## config.mk

```make
export PLATFORM = sky130hd
export DESIGN_NAME = pds_pwr_seq
export DESIGN_NICKNAME = d
export VERILOG_FILES = /design/src/rtl/pds_pwr_seq.sv
export SDC_FILE = /design/constraint.sdc
export NUM_CORES = 1
export LEC_CHECK = 0
export ABC_AREA = 1
export BUFFER_PORTS_ARGS = -buffer_cell sky130_fd_sc_hd__buf_2
export CORE_ASPECT_RATIO = 1.2
export CORE_MARGIN = 1
export CORE_UTILIZATION = 49
export DETAILED_ROUTE_END_ITERATION = 7
export HOLD_SLACK_MARGIN = 0.1
export MAX_ROUTING_LAYER = met4
export PLACE_DENSITY = 0.72
export SETUP_SLACK_MARGIN = 0.1
export SLEW_MARGIN = 20
export SYNTH_ARGS = -nofsm -noshare
export SYNTH_HDL_FRONTEND = slang
export SYNTH_SLANG_ARGS = --single-unit
```

## constraint.sdc

```tcl
create_clock -name clk -period 4.9 [get_ports clk]
set_clock_uncertainty 0.05 [all_clocks]
set_input_delay 0.98 -clock clk [delete_from_list [all_inputs] [get_ports clk]]
set_output_delay 0.98 -clock clk [all_outputs]
set_load 0.02 [all_outputs]
```

## src/rtl/pds_pwr_seq.sv

```systemverilog
// pds_pwr_seq: port power-up sequencer / shedder behind the PDS allocator.
// Powers granted+detected ports one at a time, highest priority first, with a
// programmable inrush stagger between enables. On a budget overload it sheds
// the lowest-priority enabled port, one per pass, with a holdoff afterwards.
//
// Ports:
//   clk, rst_n    clock (rising edge), async active-low reset
//   req_on        allocator grant per port
//   det           valid PD detected per port
//   prio          2-bit priority per port at [2i+1:2i], 3 = highest
//   stagger_cyc   WAIT length loaded after each enable or shed
//   overload      level, measured power above budget
//   ports_off     level, global kill (top precedence)
//   en            registered per-port power enables
//   cur_port      index of the port last selected or shed
//   busy          FSM not in IDLE
//   shed_pulse    one-cycle pulse when a port is shed
module pds_pwr_seq #(
    parameter int NUM_PORTS = 4,
    parameter int STAGGER_W = 8,
    localparam int IW = (NUM_PORTS > 1) ? $clog2(NUM_PORTS) : 1
) (
    input  logic                   clk,
    input  logic                   rst_n,
    input  logic [NUM_PORTS-1:0]   req_on,
    input  logic [NUM_PORTS-1:0]   det,
    input  logic [2*NUM_PORTS-1:0] prio,
    input  logic [STAGGER_W-1:0]   stagger_cyc,
    input  logic                   overload,
    input  logic                   ports_off,
    output logic [NUM_PORTS-1:0]   en,
    output logic [IW-1:0]          cur_port,
    output logic                   busy,
    output logic                   shed_pulse
);

    typedef enum logic [2:0] {IDLE, SELECT, ENABLE, WAIT, SHED} state_t;

    state_t                 state, state_nxt;
    logic [NUM_PORTS-1:0]   en_nxt, pending;
    logic [IW-1:0]          cur_nxt, sel_idx, shed_idx;
    logic [STAGGER_W-1:0]   cnt, cnt_nxt;
    logic                   pulse_nxt;
    logic                   sel_found, shed_found;
    logic [1:0]             sel_prio, shed_prio;

    assign pending = req_on & det & ~en;
    assign busy    = (state != IDLE);

    // Enable pick: strictly-greater compare while scanning up keeps the
    // lowest index on ties. Shed pick: less-or-equal keeps the highest index.
    always_comb begin
        sel_found  = 1'b0;
        sel_idx    = '0;
        sel_prio   = '0;
        shed_found = 1'b0;
        shed_idx   = '0;
        shed_prio  = '0;
        for (int i = 0; i < NUM_PORTS; i++) begin
            if (pending[i] && (!sel_found || prio[2*i +: 2] > sel_prio)) begin
                sel_found = 1'b1;
                sel_idx   = IW'(i);
                sel_prio  = prio[2*i +: 2];
            end
            if (en[i] && (!shed_found || prio[2*i +: 2] <= shed_prio)) begin
                shed_found = 1'b1;
                shed_idx   = IW'(i);
                shed_prio  = prio[2*i +: 2];
            end
        end
    end

    always_comb begin
        state_nxt = state;
        // Grants or detections that go away drop the port silently.
        en_nxt    = en & req_on & det;
        cur_nxt   = cur_port;
        cnt_nxt   = cnt;
        pulse_nxt = 1'b0;
        if (ports_off) begin
            en_nxt    = '0;
            cnt_nxt   = '0;
            state_nxt = IDLE;
        end else begin
            case (state)
                IDLE: begin
                    if (overload && en != '0)  state_nxt = SHED;
                    else if (pending != '0)    state_nxt = SELECT;
                end
                SELECT: begin
                    if (pending != '0) begin
                        cur_nxt   = sel_idx;
                        state_nxt = ENABLE;
                    end else begin
                        state_nxt = IDLE;
                    end
                end
                ENABLE: begin
                    if (pending[cur_port]) begin
                        en_nxt[cur_port] = 1'b1;
                        if (stagger_cyc == '0) begin
                            state_nxt = IDLE;
                        end else begin
                            cnt_nxt   = stagger_cyc;
                            state_nxt = WAIT;
                        end
                    end else begin
                        state_nxt = IDLE;
                    end
                end
                WAIT: begin
                    if (overload && en != '0) begin
                        state_nxt = SHED;
                    end else begin
                        cnt_nxt = cnt - 1'b1;
                        if (cnt == STAGGER_W'(1)) state_nxt = IDLE;
                    end
                end
                SHED: begin
                    if (en != '0) begin
                        cur_nxt          = shed_idx;
                        en_nxt[shed_idx] = 1'b0;
                        pulse_nxt        = 1'b1;
                        if (stagger_cyc == '0) begin
                            state_nxt = IDLE;
                        end else begin
                            cnt_nxt   = stagger_cyc;
                            state_nxt = WAIT;
                        end
                    end else begin
                        state_nxt = IDLE;
                    end
                end
                default: state_nxt = IDLE;
            endcase
        end
    end

    always_ff @(posedge clk or negedge rst_n) begin
        if (!rst_n) begin
            state      <= IDLE;
            en         <= '0;
            cur_port   <= '0;
            cnt        <= '0;
            shed_pulse <= 1'b0;
        end else begin
            state      <= state_nxt;
            en         <= en_nxt;
            cur_port   <= cur_nxt;
            cnt        <= cnt_nxt;
            shed_pulse <= pulse_nxt;
        end
    end

endmodule

```

==> Word level (Yosys, flattened, before mapping) <==
Index checks and enable logic that the tools add are counted.
{ "op_classes": {"addsub": 1, "magnitude_cmp": 10, "eq_ne": 12, "muxes": 50, "bitwise": 9, "reduce_logical": 31} }
{ "op_table": {"columns": ["cell", "count"], "rows": [
  ["8-bit two-way mux", 5],
  ["2-bit two-way mux", 14],
  ["8-bit case mux with 3 select lines", 1],
  ["3-bit two-way mux", 7],
  ["4-bit AND", 5],
  ["3-bit case mux with 5 select lines", 1],
  ["1-bit two-way mux", 14],
  ["4-bit two-way mux", 3],
  ["4-bit nonzero test", 3],
  ["1-bit logical AND", 9],
  ["3-bit inequality test, second input constant", 3],
  ["8-bit by 1-bit equality test with 1-bit output, second input constant", 1],
  ["8-bit logical NOT", 1],
  ["4-bit inequality test, second input constant", 2],
  ["4-bit inverter", 2],
  ["4-bit case mux with 2 select lines", 1],
  ["4-bit AND reduction", 2],
  ["8-bit by 1-bit subtractor with 8-bit output, second input constant", 1],
  ["3-bit by 2-bit equality test with 1-bit output, second input constant", 2],
  ["2-bit greater-than comparator", 3],
  ["2-bit <= comparator", 3],
  ["1-bit logical NOT", 6],
  ["1-bit logical OR", 6],
  ["2-bit by 3-bit < comparator with 1-bit output, second input constant", 2],
  ["13 further kinds", 16]
]} }
{ "word_totals": {"reg_bits": 18, "input_bits": 28, "output_inout_bits": 8} }

==> Logic depth before layout (Yosys ltp) <==
Gate-level depths: netlist (run 1).
{ "logic_depth": {"ltp_word": 22, "ltp_mapped": 29, "mapped_depth_nobuf": 29} }

==> Worst setup path before layout (run 1) <==
OpenSTA, ideal clock, no wires.
{ "synth_timing": {"kind": "input -> register", "from": "input det[0]", "to": "register cur_port[1]", "setup_ns": 0.118, "arrival_time_ns": 3.677, "setup_slack_ns": 1.055, "stages": 28, "n_path_buf": 0, "path_cell_list": "nand3_4 > inv_2 > nand2_1 > ha_1 > inv_1 > nor2_1 > o21ai_0 > nand2_1 > nand2_1 > nand3_1 > o21a_1 > ha_1 > inv_1 > nor2_1 > o21ai_0 > nand2_1 > nand2_1 > or2_0 > nand2_1 > ha_1 > inv_1 > nor2_1 > o21ai_0 > o21ai_0 > nand2_1 > nand3_1 > nand3_1 > nand2_1"} }
{ "synth_between": {"elab_chain_len": 17, "elab_cells_between_ends": 27} }
{ "synth_rtl": {"columns": ["item", "line_no", "rtl"], "rows": [
  ["start, declared", "26", "input logic [NUM_PORTS-1:0] det,"],
  ["4-bit AND * (2 in a row)", "47", "assign pending = req_on & det & ~en;"],
  ["2-bit two-way mux or 1-bit two-way mux (tied branches)", "60", "if (pending[i] && (!sel_found || prio[2*i +: 2] > sel_prio)) begin"],
  ["2-bit greater-than comparator or 1-bit logical NOT (tied branches)", "60", null],
  ["1-bit logical OR", "60", null],
  ["1-bit logical AND", "60", null],
  ["2-bit two-way mux or 1-bit two-way mux (tied branches)", "60", null],
  ["2-bit greater-than comparator or 1-bit logical NOT (tied branches)", "60", null],
  ["1-bit logical OR", "60", null],
  ["1-bit logical AND", "60", null],
  ["2-bit two-way mux or 1-bit two-way mux (tied branches)", "60", null],
  ["2-bit greater-than comparator or 1-bit logical NOT (tied branches)", "60", null],
  ["1-bit logical OR", "60", null],
  ["1-bit logical AND", "60", null],
  ["2-bit two-way mux", "60", null],
  ["2-bit two-way mux", "91", "if (pending != '0) begin"],
  ["2-bit case mux with 2 select lines", "85", "case (state)"],
  ["end signal, assigned", "149", "cur_port <= cur_nxt;"],
  ["end, declared", "32", "output logic [IW-1:0] cur_port,"]
]} }
Every way passes the cells marked *; elsewhere a longest branch is shown, timed or not. The select of a mux whose other input is x is not followed.
A chain may end at the register's enable or synchronous reset.

==> Worst setup path in the final report (run 1) <==
Ends and elaborated chain as after synthesis.

==> metrics, run 1 <==
RSZ-0062 raised after global routing=false; LEAKAGE=1.23 nW; IO buf count=35; WL/cell=12.0 um; routed wire length=4630 um; Final nets=379; CP dominant cell by count=nand2_1; # setup viols final=0; Synth area leaders=dfrtp_1 24%, nand2_1 17%, ha_1 9.4%; Clock transition at path regs=70 ps; vias per inst=5.19; Ports=36; GPL Wtd Cong=0.931; initial antenna violation count=0; critical-path maximum fanout=6; Max Slew Vio Count=0; Die Y=69.5 um; ANT cells=0; arrival time worst endpoint=4110 ps; Core Area=3630 um2; design area=2130 um2; Vias=2,008; Die X=58.3 um; row count=24; Max Fclk=249 MHz; Worst EP required=5000 ps; Seq cells post-synth=18; total gr overflow=0; worst min-delay path category=flop to flop; critical path's slowest cell=ha_1; Primary FF master, synth=dfrtp_1; Post-synth EDFFs=0; CTS sink cnt=18; H-tree depth=1; synth warn=0; CTS max path bufs=2; Hold Buf Count CTS=0; Final Hold Vio Count=0; GR Util All Layers=0.250; Num CTS Buffers=3; HPWL Detailed=3740 um; Peak VDD IR=0.000245 V; Yosys top cell by area=dfrtp_1; Initial Util=0.513; First-pass DRT Iterations=4; fin cells=387; share of cells above drive strength 1=0.188; startpoint types=primary input; FFs w/ async S/R, synth=1.00; initial drt markers=80; largest net degree at the start of global routing=19; Setup crit end kind=flop; Rel. slew slack=0.692; commonest non-fill, non-tap cell in the layout=nand2_1; P per Cell Area=329 nW/um2; first-pass GRT wire length=7720 um; setup TNS=0 ps; share of the synthesized area in the top cell type=0.242; crit path time final=4010 ps; latest clock arrival within the worst-skew pair=250 ps; post-CTS setup buffer count=0; fin crit share=0.818; syn nets=342; max incr delay on CP=290 ps; register area share after synthesis=0.242; CP Class=primary input to flop; commonest non-fill, non-tap cells in the layout=85 x nand2_1, 40 x nor2_1, 37 x inv_1; die area=4050 um2; ANT nets after route=0; status=finished clean; number of global-route vias before repair=1,805; post-synthesis instance total=300; Placed Instances=384; CTS tree=built; Reg2Reg Setup Slack=1170 ps; CTS root buf=clkbuf_8; post-CTS sizing=0; Final Total Pwr=0.701 mW; Util after Layout=0.586; Slew @ Worst Pin=462 ps; Post-Syn Area=1860 um2; drt drc=0; syn avg cell area=6.21 um2; Area Overhead vs Synth=14.3%; Max Cap Viol=0; post-place instance area=2090 um2; Cell variety after synth=30
-- final cells by class --
type	instances	area, um2
Clock buffer	3	41.3
Fill cell	381	1500
Inverter	46	173
Multi-Input combinational cell	233	1220
Sequential cell	18	450
Tap cell	52	65.1
Timing Repair Buffer	35	175
-- registers in the layout, indices dropped and copies added, names as in the netlist --
| signal | cells |
|---|---|
| cnt | 8 |
| en | 4 |
| state | 3 |
| cur_port | 2 |
| shed_pulse | 1 |
-- cells in the mapped netlist (4+ instances only) --
cell type / number
nand2_1: 85
nor2_1: 40
inv_1: 37
nand3_1: 33
dfrtp_1: 18
ha_1: 14
o21ai_0: 12
o21ai_1: 10
inv_2: 9
a21oi_1: 6
nand2_2: 5
a211oi_1: 4
-- logic make-up (layout without fill, tap and decap cells) --
logic type               after synthesis  count (layout)  synth area share
adder cells (fa/ha/maj)               14              14            0.0940
buffers and inverters                 49              84             0.101
flip-flops                            18              18             0.242
AO/OA/AOI/OAI                         41              41             0.128
AND/OR/NAND/NOR                      177             177             0.431
XOR/XNOR                               1               1           0.00470
-- power by group --
part / leakage (nW) / internal [mW] / switching [mW]
combinational: 0.969 / 0.130 / 0.239
sequential: 0.240 / 0.182 / 0.0440
clock: 0.0216 / 0.0547 / 0.0511
-- final timing paths --
check / from / to / depth (start not counted)
max in group asynchronous: rst_n / cnt[5] / 1
min in group asynchronous: rst_n / state[2] / 1
hold / removal: cnt[7] / cnt[7] / 2
setup / recovery: det[0] / cur_port[1] / 29
setup reg to reg: en[0] / cur_port[1] / 29
hold reg to reg: cnt[7] / cnt[7] / 2
-- metal layers --
layer	track usage	vias up	wire length [um]
met2	0.433	57	2430
li1	-	1043	-
met3	0.0205	8	178
met4	0.106	0	84
met1	0.291	900	1930
met5	-	-	0
-- worst max-delay path: cells and delay by family --
kind | cells | cell delay, ps
compound gates | 5 | 650
buf+inv | 5 | 370
simple gates | 16 | 1270
fa+ha+maj | 3 | 850
-- stage by stage --
| stage | hold slack [ps] | setup slack [ps] |
|---|---|---|
| after floorplan | 428 | 1060 |
| after global placement | 449 | 605 |
| after detailed placement | 446 | 609 |
| after CTS | 467 | 867 |
| after global routing | 512 | 475 |
| final | 466 | 889 |
Power figures use the tool's default switching activity.
==> run 2: changes to the inputs <==
ABC_AREA = 0   (was 1)
PLACE_DENSITY = 0.75   (was 0.72)
clock period = 3.58 ns   (was 4.9 ns; I/O delays follow)
==> run 2 against run 1 <==
  * The flow now finishes with violations (design-rule violations, negative setup slack)
  * Register-to-register slack got worse by 1500 ps
  * Wire length up 15%
  * Die area fell by 2.6%
  * Area after synthesis fell by 2.7%
  * Sequential power rose by 12%
  * Sequential share of layout area down 3.3 points
  * Critical path depth decreased by 9
  * Non-clock buffer count grew 28
  * Critical path type unchanged
  * Critical endpoint unchanged
  * Largest power group unchanged
==> metrics, run 2 <==
total gr overflow=0; r2r startpoint=en[0]; Worst EP required=3700 ps; Die X=57.5 um; latest clock arrival within the worst-skew pair=270 ps; share of the synthesized area in the top cell type=0.248; Peak VDD IR=0.000213 V; initial antenna violation count=0; Post-synth EDFFs=0; clock group share of total power=0.245; status=finished with violations; Slew @ Worst Pin=767 ps; sw frac=0.361; WL/cell=17.1 um; Final Total Pwr=0.704 mW; RSZ-0062 raised after global routing=true; Rel. slew slack=0.488; first-pass GRT wire length=8160 um; drt drc=1; share of cells above drive strength 1=0.415; # setup viols final=6; largest net degree at the start of global routing=24; Clock transition at path regs=70 ps; Final Hold Vio Count=0; post-synthesis instance total=216; Worst Reg-to-Reg Cells=18; Cell variety after synth=54; arrival time worst endpoint=4150 ps; Max Slew Vio Count=0; CTS sink cnt=18; CTS max path bufs=2; IO buf count=35; syn avg cell area=8.39 um2; Switching Power=0.255 mW; critical-path maximum fanout=3; failing checks=design-rule violations, negative setup slack; crit path time final=4020 ps; commonest cells in the netlist=22 x nand2_1, 18 x dfrtp_1, 18 x nor2_1; die area=3950 um2; Pint=0.450 mW; Synth area leaders=dfrtp_1 25%, ha_1 9.7%, mux2_2 5.0%; synth warn=0; routed wire length=5330 um; Hold Buf Count CTS=0; Area Overhead vs Synth=39.8%; Max Cap Viol=0; H-tree depth=1; vias per inst=6.27; combinational share of power=0.394; Final nets=318; FFs w/ async S/R, synth=1.00; Die Y=68.6 um; CTS tree=built; Filler cells=249; setup TNS=-1320 ps; HPWL Detailed=3750 um; commonest non-fill, non-tap cells in the layout=31 x buf_2, 28 x buf_4, 18 x nand2_1; Yosys top cell by area=dfrtp_1; syn nets=258; max FFs per register=8; Final Worst Setup Slack=-444 ps; GPL Wtd Cong=0.834; ANT nets after route=0; Initial Util=0.529; most flop-heavy register=cnt; Max Fclk=248 MHz; startpoint types=primary input; design area=2530 um2; Num CTS Buffers=3; register area share after synthesis=0.248; Ports=36; Post-Syn Area=1810 um2; row count=23; P per Cell Area=278 nW/um2; ANT cells=0; Vias=1,955; First-pass DRT Iterations=6; fin crit share=1.12; initial drt markers=124; GR Util All Layers=0.279; sequential power share=0.361; Core Area=3420 um2; commonest non-fill, non-tap cell in the layout=buf_2; leading registers by flop count=cnt x8, en x4, state x3; Setup crit end kind=flop; Primary FF master, synth=dfrtp_1; LEAKAGE=1.11 nW; post-place instance area=2290 um2; CTS root buf=clkbuf_8; CP Class=primary input to flop; Reg2Reg Setup Slack=-370 ps; R2R Path End=cur_port[1]; number of global-route vias before repair=1,839; worst min-delay path category=primary input to async pin; most numerous cell in the Yosys netlist=nand2_1; Seq cells post-synth=18
-- run 2: critical path, stage by stage --
cell and delay, ps:
buf_8 90, nand2_8 50, nor2_4 130, nand2_2 90
ha_4 280, nor2b_4 130, o21ai_2 60, a21oi_2 240
mux2_4 350, ha_4 250, nor2b_4 120, o21ai_2 150
a21o_1 190, mux2_4 330, ha_4 280, nor2b_4 140
o21ai_2 80, a21oi_2 180, nor3_2 70, o31ai_1 240
-- run 2: metal layers --
layer / vias up / share of wire / GRT usage
met4: 0 / 0.048 / 0.125
met1: 903 / 0.38 / 0.289
met5: - / 0 / -
met2: 80 / 0.53 / 0.538
li1: 945 / - / -
met3: 27 / 0.042 / 0.0243
-- run 2: power by group through the flow --
stage               combinational [mW]  sequential [mW]  clock, mW
floorplan                        0.167            0.257          0
global placement                 0.236            0.258          0
detailed placement               0.241            0.258          0
CTS                              0.252            0.254      0.174
global route                     0.303            0.258      0.180
finish                           0.277            0.254      0.173
-- run 2: final cells by class --
cell class	instances	area (um2)	share of cell area
flip-flops and latches	18	452	0.178
inverters	12	45.0	0.0178
clock buffers	4	55.1	0.0217
multi-input cells	178	1510	0.598
well taps	37	46.3	0.0183
repair buffers	63	422	0.166
-- run 2: what timing repair did --
action,CTS,global route
setup endpoints to repair,6,6
gates cloned,0,0
setup buffers,6,5
gates resized for setup,17,10
pin swaps,24,18
-- run 2: per-stage QoR --
step	util	setup slack (ps)	hold slack (ps)	std cells
after floorplan	-	-308	370	216
after global placement	0.668	-603	525	297
after detailed placement	0.668	-718	527	297
after CTS	0.716	-305	337	307
after global routing	0.740	-618	352	312
final	0.740	-444	326	312
-- run 2: kinds of logic after synthesis --
| kind of cell | Yosys count | share of synthesized area |
|---|---|---|
| AOI/OAI and AO/OA | 66 | 0.264 |
| xor gates and xnor gates | 1 | 0.00483 |
| adders and majority gates | 14 | 0.0966 |
| buffers and inverters | 20 | 0.0649 |
| DFF | 18 | 0.248 |
| muxes | 9 | 0.0621 |
| and+or+nand+nor | 88 | 0.259 |
-- run 2: how the worst max path moves through the flow --
stage	startpoint	to	slack [ps]	cells past startpoint
final	det[0]	cur_port[1]	-440	20
after global routing	det[0]	cur_port[1]	-620	20
after CTS	det[0]	cur_port[1]	-300	20
after detailed placement	det[0]	cur_port[1]	-720	20
after global placement	prio[1]	en[1]	-600	17
after floorplan	det[0]	cur_port[1]	-310	19
